<file path="src/rtl/regfile_pkg.sv">
// Shared register-file constants and types.
package regfile_pkg;

    localparam int unsigned DATA_W = 8;
    localparam int unsigned ADDR_W = 3;
    localparam int unsigned NREGS  = 1 << ADDR_W;

    typedef logic [ADDR_W-1:0] reg_addr_t;
    typedef logic [DATA_W-1:0] reg_data_t;

endpackage

</file>
<file path="src/rtl/regfile_write_arbiter_rr_arbiter.sv">
// Combinational round-robin arbiter: searches upward from ptr, returns a
// one-hot grant and the pointer value to load after that grant.
module rr_arbiter #(
    parameter int unsigned N  = 3,
    parameter int unsigned PW = (N > 1) ? $clog2(N) : 1
) (
    input  logic [N-1:0]  req,
    input  logic          en,
    input  logic [PW-1:0] ptr,
    output logic [N-1:0]  gnt,
    output logic [PW-1:0] ptr_nxt
);

    logic [PW:0]   sum;
    logic [PW-1:0] cur;
    logic          found;

    // First valid requester at or after ptr (modulo N) wins.
    always_comb begin
        gnt     = '0;
        ptr_nxt = ptr;
        found   = 1'b0;
        sum     = '0;
        cur     = '0;
        if (en) begin
            for (int unsigned k = 0; k < N; k++) begin
                sum = (PW+1)'(ptr) + (PW+1)'(k);
                if (sum >= (PW+1)'(N)) begin
                    sum = sum - (PW+1)'(N);
                end
                cur = sum[PW-1:0];
                if (!found && req[cur]) begin
                    found    = 1'b1;
                    gnt[cur] = 1'b1;
                    ptr_nxt  = (32'(cur) == N - 1) ? '0 : cur + 1'b1;
                end
            end
        end
    end

endmodule

</file>
<file path="src/rtl/regfile_write_arbiter.sv">
// Round-robin sharing of the register-file write port plus a pending-write
// scoreboard for RAW detection. Optional macro R0_ZERO_EN makes register 0
// hard-wired zero (no writes, never pending).
import regfile_pkg::*;

module regfile_write_arbiter #(
    parameter int unsigned NREQ = 3
) (
    input  logic                   clk,
    input  logic                   rst_n,
    input  logic                   hold,
    input  logic [NREQ-1:0]        req_valid,
    input  logic [NREQ*ADDR_W-1:0] req_addr,
    input  logic [NREQ*DATA_W-1:0] req_data,
    output logic [NREQ-1:0]        req_ready,
    output logic                   wr_en,
    output reg_addr_t              wr_addr,
    output reg_data_t              wr_data,
    input  logic                   pend_set,
    input  reg_addr_t              pend_addr,
    input  reg_addr_t              rs1_addr,
    input  reg_addr_t              rs2_addr,
    output logic                   rs1_busy,
    output logic                   rs2_busy,
    output logic [NREGS-1:0]       pend_vec
);

    localparam int unsigned PW = (NREQ > 1) ? $clog2(NREQ) : 1;

    logic [PW-1:0]    ptr;
    logic [PW-1:0]    ptr_nxt;
    logic [NREQ-1:0]  gnt;
    logic             transfer;
    logic             wr_go;
    logic             pend_take;
    reg_addr_t        sel_addr;
    reg_data_t        sel_data;
    logic [NREGS-1:0] pend;
    logic [NREGS-1:0] pend_nxt;

    rr_arbiter #(
        .N  (NREQ),
        .PW (PW)
    ) u_arb (
        .req     (req_valid),
        .en      (rst_n & ~hold),
        .ptr     (ptr),
        .gnt     (gnt),
        .ptr_nxt (ptr_nxt)
    );

    assign req_ready = gnt;
    assign transfer  = |gnt;

    // Select the granted requester's payload.
    always_comb begin
        sel_addr = '0;
        sel_data = '0;
        for (int unsigned i = 0; i < NREQ; i++) begin
            if (gnt[i]) begin
                sel_addr = req_addr[i*ADDR_W +: ADDR_W];
                sel_data = req_data[i*DATA_W +: DATA_W];
            end
        end
    end

    // Register 0 writes and allocations are suppressed when it is hard-wired.
    always_comb begin
`ifdef R0_ZERO_EN
        wr_go     = transfer && (sel_addr != '0);
        pend_take = pend_set && (pend_addr != '0);
`else
        wr_go     = transfer;
        pend_take = pend_set;
`endif
    end

    // Round-robin pointer advances past each winner.
    always_ff @(posedge clk) begin
        if (!rst_n) begin
            ptr <= '0;
        end else if (transfer) begin
            ptr <= ptr_nxt;
        end
    end

    // Write-port output register; address/data hold when idle.
    always_ff @(posedge clk) begin
        if (!rst_n) begin
            wr_en   <= 1'b0;
            wr_addr <= '0;
            wr_data <= '0;
        end else begin
            wr_en <= wr_go;
            if (transfer) begin
                wr_addr <= sel_addr;
                wr_data <= sel_data;
            end
        end
    end

    // Scoreboard next state: retire the completing write, then allocate (set wins).
    always_comb begin
        pend_nxt = pend;
        if (wr_en) begin
            pend_nxt[wr_addr] = 1'b0;
        end
        if (pend_take) begin
            pend_nxt[pend_addr] = 1'b1;
        end
    end

    // Scoreboard state.
    always_ff @(posedge clk) begin
        if (!rst_n) begin
            pend <= '0;
        end else begin
            pend <= pend_nxt;
        end
    end

    assign pend_vec = pend;
    assign rs1_busy = pend[rs1_addr];
    assign rs2_busy = pend[rs2_addr];

endmodule

</file>
<file path="config.mk">
export PLATFORM = sky130hd
export DESIGN_NAME = regfile_write_arbiter
export DESIGN_NICKNAME = d
export VERILOG_FILES = /design/src/rtl/regfile_pkg.sv /design/src/rtl/regfile_write_arbiter_rr_arbiter.sv /design/src/rtl/regfile_write_arbiter.sv
export SDC_FILE = /design/constraint.sdc
export NUM_CORES = 1
export LEC_CHECK = 0
export BUFFER_PORTS_ARGS = -buffer_cell sky130_fd_sc_hd__buf_2
export CAP_MARGIN = 30
export CORE_AREA = 2 2 63 65
export DETAILED_ROUTE_END_ITERATION = 12
export DIE_AREA = 0 0 65 67
export PLACE_DENSITY = 0.84
export SLEW_MARGIN = 20
export SYNTH_ARGS = -nofsm -noshare
export SYNTH_HDL_FRONTEND = slang
export SYNTH_SLANG_ARGS = --single-unit
</file>
<file path="constraint.sdc">
create_clock -name clk -period 7.7 [get_ports clk]
set_clock_uncertainty 0.05 [all_clocks]
set_input_delay 1.155 -clock clk [delete_from_list [all_inputs] [get_ports clk]]
set_output_delay 1.155 -clock clk [all_outputs]
set_load 0.01 [all_outputs]
</file>
==> metrics <==
Syn. warnings=0; global route total overflow=0; post-route setup slack=roughly 3.7 ns; most used cell, CP=buf_2; Synth Instances=200; Cell variety after synth=49; worst-skew pair later-pin latency=roughly 0.26 ns; Core ar.=around 3600 um2; setup bufs post-CTS=0; post-DR wirelength/cell=between 10 and 15 um; DRC violations left=0; overall global routing resource usage=0.208; starting density of the core=0.499; critical path cell sequence=buf_2, and3b_1, or4_4, and3_1, nor2_8, nor2_1, buf_2; largest family of logic cells by synthesized area=compound AO/OA/AOI/OAI gates; initial antenna violation count=0; data arrival time of the worst path=2.84 ns; critical path's top delay family=simple AND/OR/NAND/NOR gates; pin count of the biggest net entering global routing=26; CTS clk-pin slew, worst paths=approximately 0.080 ns; fraction of the yosys area taken by sequential cells=0.245; status=complete, no violations; FMAX=approximately 250 MHz; TritonCTS clock tree=yes; Hold Path Origin=ptr[0]; pwr dens=between 200 and 300 nW/um2; async set-reset flop share out of synthesis=0; die width=between 60 and 70 um; Synth top area share=0.245; # Max-Cap Violations=0; # setup viols final=0; # diodes=0; Die ar.=around 4400 um2; Leak=about 1.1 nW; CTS root buffer=clkbuf_8; mux share of post-synthesis cell area=0.113; drt total wl=between 4 and 5 mm; placed cells=309; Num CTS Buffers=3; fin crit share=0.525; DRT iter0 DRCs=roughly 190; post-synthesis compound-gate area fraction=0.308; Post-Synth XOR/XNOR Area=0; Post-Route Setup TNS=0 ns; critical path class=input port to output port; post-DP HPWL=3.48 mm; mean post-synth cell area=8.99 um2; Vias/cell=roughly 5.9; synth cell count leaders=dfxtp_1 (22), nand2_1 (16), o21ai_0 (13), inv_1 (12), nand2b_1 (10); Worst Path Required=6.49 ns; GP Congestion=roughly 0.90; adder-cell share of the synthesized area=0.0278; syn nets=253; hold depth=2; Synth area leaders=dfxtp_1 (24%), mux4_2 (5.0%), mux2i_1 (4.5%); slowest CP cell=or4_4; pre-CTS setup slack=3.66 ns; Hold Vio Cnt, Final=0; Hold EP=ptr[0]; Top FF cell, synth=dfxtp_1; ANT nets after route=0; post-synthesis register bit count=22; I/O pins=between 70 and 80; Peak VDD IR=around 0.14 mV; Resized Gates After CTS=0; RSZ-0062 raised after global routing=false; clock sink count=22; R2R Path Start=ptr[0]; reg2reg setup slack=between 4 and 5 ns; area leader, netlist=dfxtp_1; count leader, synth=dfxtp_1; # fillers=332; Tmin final=between 4 and 5 ns; CP Capture Type=output port; switching power=around 0.23 mW; worst-margin pin slew=roughly 0.5 ns; Crit path depth=7; final std cells w/o fill=314; Final #Nets=320; layout cells sized above 1=0.353; Worst Hold Class=register to register; R2R Path End=ptr[1]; FP Rows=22; Crit Path Max Fanout=15; count of pins over their slew limit=0; Power Internal=roughly 0.33 mW; Slew headroom=0.661; Comb power frac=0.525; CP max stage delay=a little under 0.5 ns; sequential power share=0.287; P&R area growth vs syn=22.8%; vias in the first global route=1600; R2R cell count=8; Buffers on Ports=73; Clock Power Share=0.188; first-pass GRT wire length=7.09 mm; Hold Buf Count CTS=0; synthesized cell area=approximately 1800 um2; Die Ht=roughly 67 um; Post-Synth Simple-Gate Area=0.229; H-tree levels=1; CTS max path bufs=2; Total Power=~0.57 mW; vias=1840; sw frac=0.411; WP buf/inv=2; hold slack=approximately 0.46 ns; Pre-antenna DRT Iters=4; crit start category=input port; Post-synth EDFFs=0
flip-flops by register name, indices dropped and copies added, names as in the netlist:
| signal | count |
|---|---|
| pend_vec | 8 |
| wr_data | 8 |
| wr_addr | 3 |
| wr_en | 1 |
| ptr | 2 |
placed cells by master, fill, tap and decap left out, types with 8 or more instances in the layout:
cell type,synthesis,routed
buf_2,0,73
dfxtp_1,22,22
nand2_1,16,16
o21ai_0,13,13
inv_1,12,12
nand2b_1,10,10
mux2i_1,8,8
a21boi_0,8,8
a41oi_1,8,8
worst max-delay path by stage:
stage,start,slack (ns),end
floorplan,req_valid[2],4.05,req_ready[2]
global placement,req_valid[2],3.70,req_ready[2]
detailed placement,req_valid[2],3.66,req_ready[2]
CTS,req_valid[2],3.67,req_ready[2]
global route,req_valid[2],3.58,req_ready[2]
finish,req_valid[2],3.65,req_ready[2]
stage by stage:
| step | util | instance area [um2] |
|---|---|---|
| floorplan | - | 1800 |
| global placement | 0.591 | 2130 |
| detailed placement | 0.591 | 2130 |
| CTS | 0.610 | 2200 |
| global route | 0.612 | 2210 |
| finish | 0.612 | 2210 |
kinds of logic (layout without fill, tap and decap cells):
logic type | after synthesis | after routing
compound gates | 68 | 68
fa+ha+maj | 4 | 4
buf+inv | 24 | 90
flops | 22 | 22
mux | 15 | 15
simple gates | 67 | 67
power groups by stage:
stage | sequential [mW] | combinational (mW) | clock, mW
3_3_place_gp | 0.164 | 0.291 | 0
3_5_place_dp | 0.165 | 0.294 | 0
2_1_floorplan | 0.172 | 0.231 | 0
6_report | 0.163 | 0.298 | 0.107
4_1_cts | 0.162 | 0.295 | 0.107
5_1_grt | 0.167 | 0.326 | 0.115
worst min-delay path, cell delays in order, from the launching register on:
cell and delay [ns]:
dfxtp_1 0.35, nand2_1 0.07, o21bai_1 0.05
routing by layer:
layer  wire length (um)  up-vias  part of all wire  global-route usage
met5                  0        -                 0                   0
met4                 58        0             0.013              0.0638
met3                328        6             0.073              0.0270
met2               2180       68              0.49               0.358
met1               1910      862              0.43               0.269
li1                   -      904                 -                   -
area by class of cell:
| cell class | count | area, um2 | area share |
|---|---|---|---|
| multi-input cells | 154 | 1220 | 0.552 |
| flip-flops and latches | 22 | 440 | 0.199 |
| repair buffers | 74 | 373 | 0.169 |
| well taps | 48 | 60.1 | 0.0272 |
| inverters | 12 | 45.0 | 0.0204 |
| clock buffers | 3 | 41.3 | 0.0187 |
| clock inverters | 1 | 30.0 | 0.0136 |
Note: power is estimated with default switching activity, not from simulation.
